### src/rtl/div_signed_async.sv
// Sequential restoring signed divider, one quotient bit per enabled cycle; W+1 enabled cycles from accept to done.
// No backpressure: start is taken only when idle and en=1; en=0 freezes every register.
module div_signed_async #(
    parameter int M = 8,
    parameter int N = 6
) (
    input  logic             clk,
    input  logic             rst_n,
    input  logic             en,
    input  logic             start,
    input  logic [M+N-1:0]   a,
    input  logic [N-1:0]     b,
    output logic             busy,
    output logic             done,
    output logic [M+N-1:0]   q,
    output logic [N-1:0]     r,
    output logic             dz
);
    localparam int W  = M + N;
    localparam int CW = $clog2(W);

    typedef enum logic [1:0] {IDLE, CALC, FIX} state_t;

    state_t         state, state_nxt;
    logic [CW-1:0]  cnt;
    logic [N-1:0]   rem;
    logic [W-1:0]   dvd;
    logic [N:0]     bmag;
    logic           neg_q, neg_r, zero;

    logic           accept;
    logic [W-1:0]   a_mag;
    logic [N:0]     rem_sh;
    logic [N+1:0]   diff;
    logic           borrow;

    assign accept = en && start && (state == IDLE);
    assign busy   = (state != IDLE);

    // Magnitudes are taken unsigned, so -2^(W-1) maps cleanly to 2^(W-1).
    assign a_mag  = a[W-1] ? (~a + 1'b1) : a;
    assign rem_sh = {rem, dvd[W-1]};
    assign diff   = {1'b0, rem_sh} - {1'b0, bmag};
    assign borrow = diff[N+1];

    always_ff @(posedge clk or negedge rst_n) begin
        if (!rst_n) state <= IDLE;
        else        state <= state_nxt;
    end

    always_comb begin
        state_nxt = state;
        if (en) begin
            case (state)
                IDLE:    if (start) state_nxt = CALC;
                CALC:    if (cnt == '0) state_nxt = FIX;
                FIX:     state_nxt = IDLE;
                default: state_nxt = IDLE;
            endcase
        end
    end

    always_ff @(posedge clk or negedge rst_n) begin
        if (!rst_n) begin
            cnt   <= '0;
            rem   <= '0;
            dvd   <= '0;
            bmag  <= '0;
            neg_q <= 1'b0;
            neg_r <= 1'b0;
            zero  <= 1'b0;
            done  <= 1'b0;
            q     <= '0;
            r     <= '0;
            dz    <= 1'b0;
        end else begin
            done <= 1'b0;
            if (accept) begin
                dvd   <= a_mag;
                bmag  <= {1'b0, b[N-1] ? (~b + 1'b1) : b};
                neg_r <= a[W-1];
                neg_q <= a[W-1] ^ b[N-1];
                zero  <= (b == '0);
                rem   <= '0;
                cnt   <= CW'(W - 1);
            end else if (en && state == CALC) begin
                // A kept difference is always below |b|, so it fits in N bits.
                rem <= borrow ? N'(rem_sh) : N'(diff);
                dvd <= {dvd[W-2:0], ~borrow};
                if (cnt != '0) cnt <= cnt - 1'b1;
            end else if (en && state == FIX) begin
                q    <= zero ? '1 : (neg_q ? (~dvd + 1'b1) : dvd);
                r    <= zero ? '0 : (neg_r ? (~rem + 1'b1) : rem);
                dz   <= zero;
                done <= 1'b1;
            end
        end
    end
endmodule
### config.mk
export PLATFORM = sky130hd
export DESIGN_NAME = div_signed_async
export DESIGN_NICKNAME = d
export VERILOG_FILES = /design/src/rtl/div_signed_async.sv
export SDC_FILE = /design/constraint.sdc
export NUM_CORES = 1
export LEC_CHECK = 0
export ABC_AREA = 1
export CAP_MARGIN = 25
export CORE_ASPECT_RATIO = 1.2
export CORE_MARGIN = 3
export CORE_UTILIZATION = 40
export DETAILED_ROUTE_END_ITERATION = 10
export MAX_ROUTING_LAYER = met4
export SLEW_MARGIN = 20
export SYNTH_ARGS = -nofsm -noshare
export SYNTH_HDL_FRONTEND = slang
export SYNTH_SLANG_ARGS = --single-unit
### constraint.sdc
create_clock -name clk -period 2.3 [get_ports clk]
set_input_delay 0.46 -clock clk [delete_from_list [all_inputs] [get_ports clk]]
set_output_delay 0.46 -clock clk [all_outputs]
set_load 0.05 [all_outputs]
### Word-level counts from Yosys, hierarchy flattened

Cells that the tools add are included.

* bits of input ports: 24
* bits in registers: 57

* reductions and logical operators: 14
* mux-type cells: 20
* add/sub/neg operators: 6
* bitwise gates (word level): 8
* equality and inequality tests: 4

Operators with widths (number)
* $mux W14: 5
* $mux W6: 6
* $add A14 B1 Y14 const B: 2
* $not A14 Y14: 2
* $add A6 B1 Y6 const B: 2
* $mux W4: 3
* $not A6 Y6: 2
* $sub A7 B6 Y8: 1
* $logic_not A6 Y1: 1
* $reduce_and A3 Y1: 2
* $reduce_bool A2 Y1: 3
* $logic_and A1 B1 Y1: 4
* $logic_not A4 Y1: 1
* $mux W2: 2
* $ne A2 B2 Y1 const B: 2
* $pmux W2 S2: 1
* $reduce_bool A4 Y1: 1
* $sub A4 B1 Y4 const B: 1
* $mux W1: 3
* $not A1 Y1: 3
* $eq A2 B1 Y1 const B: 1
* $eq A2 B2 Y1 const B: 1
* $logic_not A2 Y1: 1
* $reduce_and A2 Y1: 1
* $xor A1 B1 Y1: 1

### Longest topological paths before layout

Gate-level depths: netlist (run 1).

* depth after elaboration: 5
* gate-level depth with buffers: 10
* depth with buffers taken out: 10

### Worst setup path after synthesis (run 1)

Ideal clock, no wire load.

* path type: reg-to-reg
* start point: reg dvd[13]
* end point: reg rem[4]
* cell stages (with the launch flop): 9
* library setup time: 0.118 ns
* period minus slack after synthesis: 1.607 ns
* buffers on the path: 0
* data arrival time: 1.489 ns
* path slack: 0.693 ns
* path through: dfrtp_1 -> inv_1 -> ha_1 -> fa_1 -> nand3b_1 -> a21boi_0 -> o21ai_0 -> nand3_1 -> nand2_1

* word-level cells in the longest chain between the ends: 4

RTL lines
* from (decl): RTL line 27 `logic [W-1:0] dvd;`
* from (signal assigned): RTL line 79 `dvd <= a_mag;`
* from (signal assigned): RTL line 89 `dvd <= {dvd[W-2:0], ~borrow};`
* $sub A7 B6 Y8: RTL line 43 `assign diff = {1'b0, rem_sh} - {1'b0, bmag};`
* $mux W6: RTL line 88 `rem <= borrow ? N'(rem_sh) : N'(diff);`
* $mux W6: RTL line 86 `end else if (en && state == CALC) begin`
* $mux W6: RTL line 78 `if (accept) begin`
* to (signal assigned): RTL line 88
* to (decl): RTL line 26 `logic [N-1:0] rem;`

No other way between the ends. The select of a mux whose other input is x is not followed.
A chain may end at the register's enable or synchronous reset.

### Worst setup path in the final report (run 1)

* start point: reg state[1]
* end point: out busy

* word-level cells in the longest chain between the ends: 1

RTL lines
* from (decl): RTL line 24 `state_t state, state_nxt;`
* from (signal assigned): RTL line 48 `else state <= state_nxt;`
* $reduce_bool A2 Y1: RTL line 38 `assign busy = (state != IDLE);`
* to (decl): RTL line 13 `output logic busy,`

No other way between the ends.

==> reports/summary.json, run 1 <==
{
  "floorplan": {
    "initial_core_utilization": 0.4173,
    "die_width_microns": 90.88,
    "coreArea_sq_um": 8288,
    "floorplan.die.height_microns": 107.9,
    "die_footprint_sq_um": 9802,
    "placementRows": 36,
    "io-pin-count": 47
  },
  "timing": {
    "timing.clock.skew_ps": 11.16,
    "finalHoldViolCount": 0,
    "final_min_period_over_clock_period": 0.9390,
    "grt_setup_unrepaired": "no",
    "final-setup-viol-count": 0,
    "worst_slew_margin_relative_to_its_limit": 0.6090,
    "achievable-frequency_mhz": 463.0,
    "measured_slew_at_the_worst_slew_check_pin_ps": 586.4,
    "final-max-slew-violation-count": 0,
    "final.setup.worst_slack_ps": 140.3,
    "totalNegativeSetupSlack_ps": 0,
    "period_minus_slack_ps": 2160
  },
  "placement": {
    "place_inst": 630,
    "pre_cts_ws_ps": 205.9,
    "dpl_hpwl_mm": 6.258,
    "port-buffer-count": 46,
    "gpl.final_weighted_congestion": 0.9000
  },
  "synth": {
    "mean_area_per_synthesized_cell_sq_um": 7.358,
    "synth_top_cells_by_count": "128 x sky130_fd_sc_hd__nand2_1, 57 x sky130_fd_sc_hd__dfrtp_1, 54 x sky130_fd_sc_hd__inv_1",
    "netlist_top_cells_area": "sky130_fd_sc_hd__dfrtp_1 41%, sky130_fd_sc_hd__nand2_1 14%, sky130_fd_sc_hd__inv_1 5.9%",
    "synth_largest_type_area_fraction": 0.4124,
    "synth-warning-count": 0,
    "syn-num-nets": 506,
    "synth_unique_cells": 33,
    "synth-edff-count": 0,
    "netlist_area_sq_um": 3458,
    "async_flop_share": 1.000,
    "synth-seq-area-share": 0.4124,
    "postSynth.topFlopCell": "sky130_fd_sc_hd__dfrtp_1",
    "post_synth_inst_count": 470,
    "synth_most_common_cell": "sky130_fd_sc_hd__nand2_1",
    "ys_ff_latch": 57,
    "synthDominantAreaCellType": "sky130_fd_sc_hd__dfrtp_1"
  },
  "route": {
    "vias_per_cell": 4.906,
    "wl_mm": 8.040,
    "drt_drc_violations_left": 0,
    "wl_per_cell_microns": 12.45,
    "drt-initial-drc-count": 130,
    "dr.pass1.iters": 4,
    "ant_nets": 0,
    "num_vias": 3169
  },
  "worst_setup_path": {
    "start_kind": "register",
    "end_kind": "primary output",
    "timing.rr.start": "dvd[13]",
    "path_type_of_the_worst_setup_path": "register to primary output",
    "cp.arrival_ps": 1700,
    "worstPathMaxFanout": 5,
    "worst-r2r-cell-count": 9,
    "ff_to_ff_end": "rem[4]",
    "crit_required_ps": 1840,
    "reg2reg_setup_slack_ps": 460
  },
  "grt": {
    "antenna_found_initial": 0,
    "grt_first_pass_wirelength_mm": 13.95,
    "largest_net_degree_at_the_start_of_global_routing": 34,
    "grt_pass1_vias": 2992,
    "grt_overflow_total": 0,
    "grt_util_all_layers": 0.1825
  },
  "final_layout": {
    "drive_gt1_frac": 0.07707,
    "num-nets-final": 563,
    "insertedDiodeCount": 0,
    "ff_latch_area_sq_um": 1426,
    "multiInputGateArea_sq_um": 1752,
    "nFillCells": 851,
    "instances_no_fill": 646,
    "areaGrowthSynthToFinish_pct": 24.31
  },
  "power": {
    "max-vdd-ir-drop_mv": 0.6479,
    "power.density_nw_per_um2": 1446,
    "power_mw": 6.216,
    "leakagePower_nw": 2.088
  },
  "clock_network": {
    "ctsHoldBuffers": 0,
    "cts.repair_timing.setup_buffer_count": 0,
    "clkSlewWorstSetupHoldPaths_ps": 70,
    "max-clock-path-buffers": 2,
    "cts-resized-gates": 0,
    "tritoncts_num_sinks": 57,
    "cts_htree_levels": 3,
    "worstSkewPairLatency_ps": 350,
    "cts-root-buf": "sky130_fd_sc_hd__clkbuf_8",
    "cts_tree": "yes",
    "numCtsBuffers": 9
  },
  "flow_run": {
    "max_cap_viol_count": 0
  },
  "status": {
    "run_status": "complete, no violations"
  },
  "min_path": {
    "worstHoldPathType": "input pin to asynchronous set/reset pin"
  }
}
## how the worst max path moves through the flow
| stage | start | to | slack [ps] | cells after the start |
|---|---|---|---|---|
| after floorplan | dvd[13] | rem[4] | 690 | 8 |
| after global placement | en | r[4] | 270 | 7 |
| after detailed placement | en | r[3] | 210 | 7 |
| after CTS | state[1] | busy | 110 | 3 |
| after global routing | state[1] | busy | 40 | 3 |
| final | state[1] | busy | 140 | 3 |
## stage by stage
| stage | cell area [sq um] | util | hold WS [ps] |
|---|---|---|---|
| floorplan | 3458 | - | 164.4 |
| global placement | 4089 | 0.4934 | 468.9 |
| detailed placement | 4089 | 0.4934 | 468.9 |
| CTS | 4299 | 0.5187 | 129.3 |
| global route | 4299 | 0.5187 | 152.7 |
| finish | 4299 | 0.5187 | 118.8 |
## power breakdown
part	switching, mW	leakage [nW]	total, mW	internal (mW)
Combinational	2.18	1.27	3.41	1.23
Sequential	0.332	0.714	1.79	1.46
Clock	0.407	0.106	1.01	0.604
Total	2.92	2.09	6.22	3.30
## critical path: stages (launching register included)
cell and delay (ps):
sky130_fd_sc_hd__dfrtp_1 400, sky130_fd_sc_hd__inv_2 90, sky130_fd_sc_hd__nand2_1 70, sky130_fd_sc_hd__clkdlybuf4s50_1 800
## final cells by class
cell class / count / area share
inverters: 60 / 0.05239
clock inverters: 6 / 0.01921
multi-input cells: 343 / 0.4075
repair buffers: 56 / 0.1263
well taps: 114 / 0.03318
clock buffers: 10 / 0.02969
flip-flops and latches: 57 / 0.3318
## layout by cell type, fill, tap and decap left out, types with 4 or more instances in the layout
cell                                n
sky130_fd_sc_hd__nor2_1            46
sky130_fd_sc_hd__ha_1              11
sky130_fd_sc_hd__xor2_1             8
sky130_fd_sc_hd__nand2_1          128
sky130_fd_sc_hd__nand3_1           38
sky130_fd_sc_hd__o22ai_1            6
sky130_fd_sc_hd__dfrtp_1           57
sky130_fd_sc_hd__nand4_1            5
sky130_fd_sc_hd__buf_4              9
sky130_fd_sc_hd__a21oi_1           13
sky130_fd_sc_hd__o21ai_0           30
sky130_fd_sc_hd__inv_1             54
sky130_fd_sc_hd__o21ai_1           20
sky130_fd_sc_hd__clkbuf_8           9
sky130_fd_sc_hd__nor3_1             6
sky130_fd_sc_hd__clkdlybuf4s50_1   45
sky130_fd_sc_hd__inv_2              6
sky130_fd_sc_hd__or2_2              4
sky130_fd_sc_hd__a31oi_1            6
## flip-flops by register name, summed over array words and instances (netlist names), 2 cells and up
register,cells
dvd,14
state,2
rem,6
q,14
cnt,4
bmag,6
r,6
## routing by layer
metal | vias up | part of all wire | track usage | routed length [microns]
met4 | 0 | 0.013 | 0.05819 | 105
li1 | 1663 | - | - | -
met1 | 1429 | 0.51 | 0.2437 | 4082
met5 | - | 0 | - | 0
met2 | 69 | 0.44 | 0.2729 | 3506
met3 | 8 | 0.043 | 0.04755 | 345
## kinds of logic (layout without fill, tap and decap cells)
family	after synthesis	after routing	share of synthesized area
AND/OR/NAND/NOR	233	233	0.2905
AO/OA/AOI/OAI	87	87	0.1426
flip-flops	57	57	0.4124
XOR/XNOR	11	11	0.02786
buffers and inverters	70	132	0.08104
adder cells (fa/ha/maj)	12	12	0.04559
(Power assumes the default switching activity.)
==> inputs of run 2 (changes only) <==
==> constraint.sdc (replaced) <==
create_clock -name clk -period 2.8 [get_ports clk]
set_input_delay 0.56 -clock clk [delete_from_list [all_inputs] [get_ports clk]]
set_output_delay 0.56 -clock clk [all_outputs]
set_load 0.05 [all_outputs]
==> reports/summary.json, run 2 (same netlist as run 1, synthesis figures left out) <==
{
  "status": {
    "run_status": "complete, no violations"
  },
  "route": {
    "wl_per_cell_microns": 12.87,
    "ant_nets": 0,
    "vias_per_cell": 4.917,
    "dr.pass1.iters": 4,
    "num_vias": 3137,
    "wl_mm": 8.212,
    "drt_drc_violations_left": 0,
    "drt-initial-drc-count": 133
  },
  "power": {
    "max-vdd-ir-drop_mv": 0.4860,
    "leakagePower_nw": 2.052,
    "power.density_nw_per_um2": 1204
  },
  "timing": {
    "final-setup-viol-count": 0,
    "grt_setup_unrepaired": "no",
    "period_minus_slack_ps": 2278,
    "measured_slew_at_the_worst_slew_check_pin_ps": 673.8,
    "totalNegativeSetupSlack_ps": 0,
    "worst_slew_margin_relative_to_its_limit": 0.5508,
    "achievable-frequency_mhz": 439.0,
    "final-max-slew-violation-count": 0,
    "timing.clock.skew_ps": 12.24,
    "final_min_period_over_clock_period": 0.8134,
    "finalHoldViolCount": 0
  },
  "floorplan": {
    "initial_core_utilization": 0.4173,
    "floorplan.die.height_microns": 107.9,
    "io-pin-count": 47,
    "die_width_microns": 90.88,
    "coreArea_sq_um": 8288,
    "placementRows": 36,
    "die_footprint_sq_um": 9802
  },
  "worst_setup_path": {
    "reg2reg_setup_slack_ps": 920,
    "path_type_of_the_worst_setup_path": "register to primary output",
    "worst-r2r-cell-count": 8,
    "start_kind": "register",
    "ff_to_ff_end": "rem[4]",
    "worstPathMaxFanout": 5,
    "timing.rr.start": "dvd[13]",
    "end_kind": "primary output",
    "crit_required_ps": 2240,
    "cp.arrival_ps": 1720
  },
  "grt": {
    "grt_util_all_layers": 0.1807,
    "grt_first_pass_wirelength_mm": 13.67,
    "grt_pass1_vias": 2814,
    "largest_net_degree_at_the_start_of_global_routing": 31,
    "grt_overflow_total": 0,
    "antenna_found_initial": 0
  },
  "final_layout": {
    "layout.cell_area.non_filler_sq_um": 4254,
    "layout_commonest_cell": "sky130_fd_sc_hd__nand2_1",
    "nFillCells": 851,
    "largest_registers": "dvd (14), q (14)",
    "drive_gt1_frac": 0.06489,
    "num-nets-final": 556,
    "insertedDiodeCount": 0,
    "layout_common_cells": "128 x sky130_fd_sc_hd__nand2_1, 57 x sky130_fd_sc_hd__dfrtp_1, 54 x sky130_fd_sc_hd__inv_1",
    "areaGrowthSynthToFinish_pct": 23.01
  },
  "clock_network": {
    "numCtsBuffers": 9,
    "max-clock-path-buffers": 2,
    "cts-resized-gates": 0,
    "ctsHoldBuffers": 0,
    "cts-root-buf": "sky130_fd_sc_hd__clkbuf_8",
    "tritoncts_num_sinks": 57,
    "cts_tree": "yes",
    "clkSlewWorstSetupHoldPaths_ps": 70,
    "cts.repair_timing.setup_buffer_count": 0,
    "cts_htree_levels": 3,
    "worstSkewPairLatency_ps": 340
  },
  "placement": {
    "port-buffer-count": 46,
    "dpl_hpwl_mm": 6.307,
    "dp_area_sq_um": 4036,
    "gpl.final_weighted_congestion": 0.8609
  },
  "flow_run": {
    "max_cap_viol_count": 0
  },
  "min_path": {
    "worstHoldPathType": "input pin to asynchronous set/reset pin"
  }
}
-- run 2: metal layers --
metal | track usage | share of wire | vias to the layer above
met5 | - | 0 | -
met4 | 0.06034 | 0.014 | 0
met3 | 0.03776 | 0.043 | 8
met2 | 0.2740 | 0.44 | 76
met1 | 0.2430 | 0.51 | 1406
li1 | - | - | 1647
-- run 2: where the power goes --
part	internal [mW]	total, mW	switching [mW]
sequential	1.20	1.48	0.281
combinational	0.985	2.79	1.80
clock	0.518	0.850	0.332
total	2.70	5.12	2.42
-- run 2: worst max path at each step --
stage                    to  cells after the start  startpoint
detailed placement  dvd[11]                      5          en
floorplan            rem[4]                      8     dvd[13]
global placement    dvd[13]                      5          en
CTS                    busy                      3    state[1]
global route           busy                      3    state[1]
finish                 busy                      3    state[1]
-- run 2: area by class of cell --
| class | instances | area [sq um] | area share |
|---|---|---|---|
| multi-input cells | 343 | 1752 | 0.4118 |
| flip-flops and latches | 57 | 1426 | 0.3353 |
| repair buffers | 49 | 490.5 | 0.1153 |
| inverters | 60 | 225.2 | 0.05294 |
| well taps | 114 | 142.6 | 0.03353 |
| clock buffers | 10 | 137.6 | 0.03235 |
| clock inverters | 5 | 80.08 | 0.01882 |
-- run 2: worst max-delay path, stage by stage (launching register included) --
cell and delay, ps:
sky130_fd_sc_hd__dfrtp_1 410, sky130_fd_sc_hd__inv_2 90, sky130_fd_sc_hd__nand2_1 70, sky130_fd_sc_hd__clkdlybuf4s50_1 800
-- run 2: per-stage QoR --
step	hold slack (ps)	worst slack, ps	util	power, mW	instances
after floorplan	264.4	1193	-	3.499	470
after global placement	468.2	509.1	0.4870	4.256	623
after detailed placement	467.4	462.5	0.4870	4.288	623
after CTS	272.6	505.7	0.5133	5.159	638
after global routing	288.1	441.1	0.5133	5.567	638
final	247.1	522.3	0.5133	5.122	638
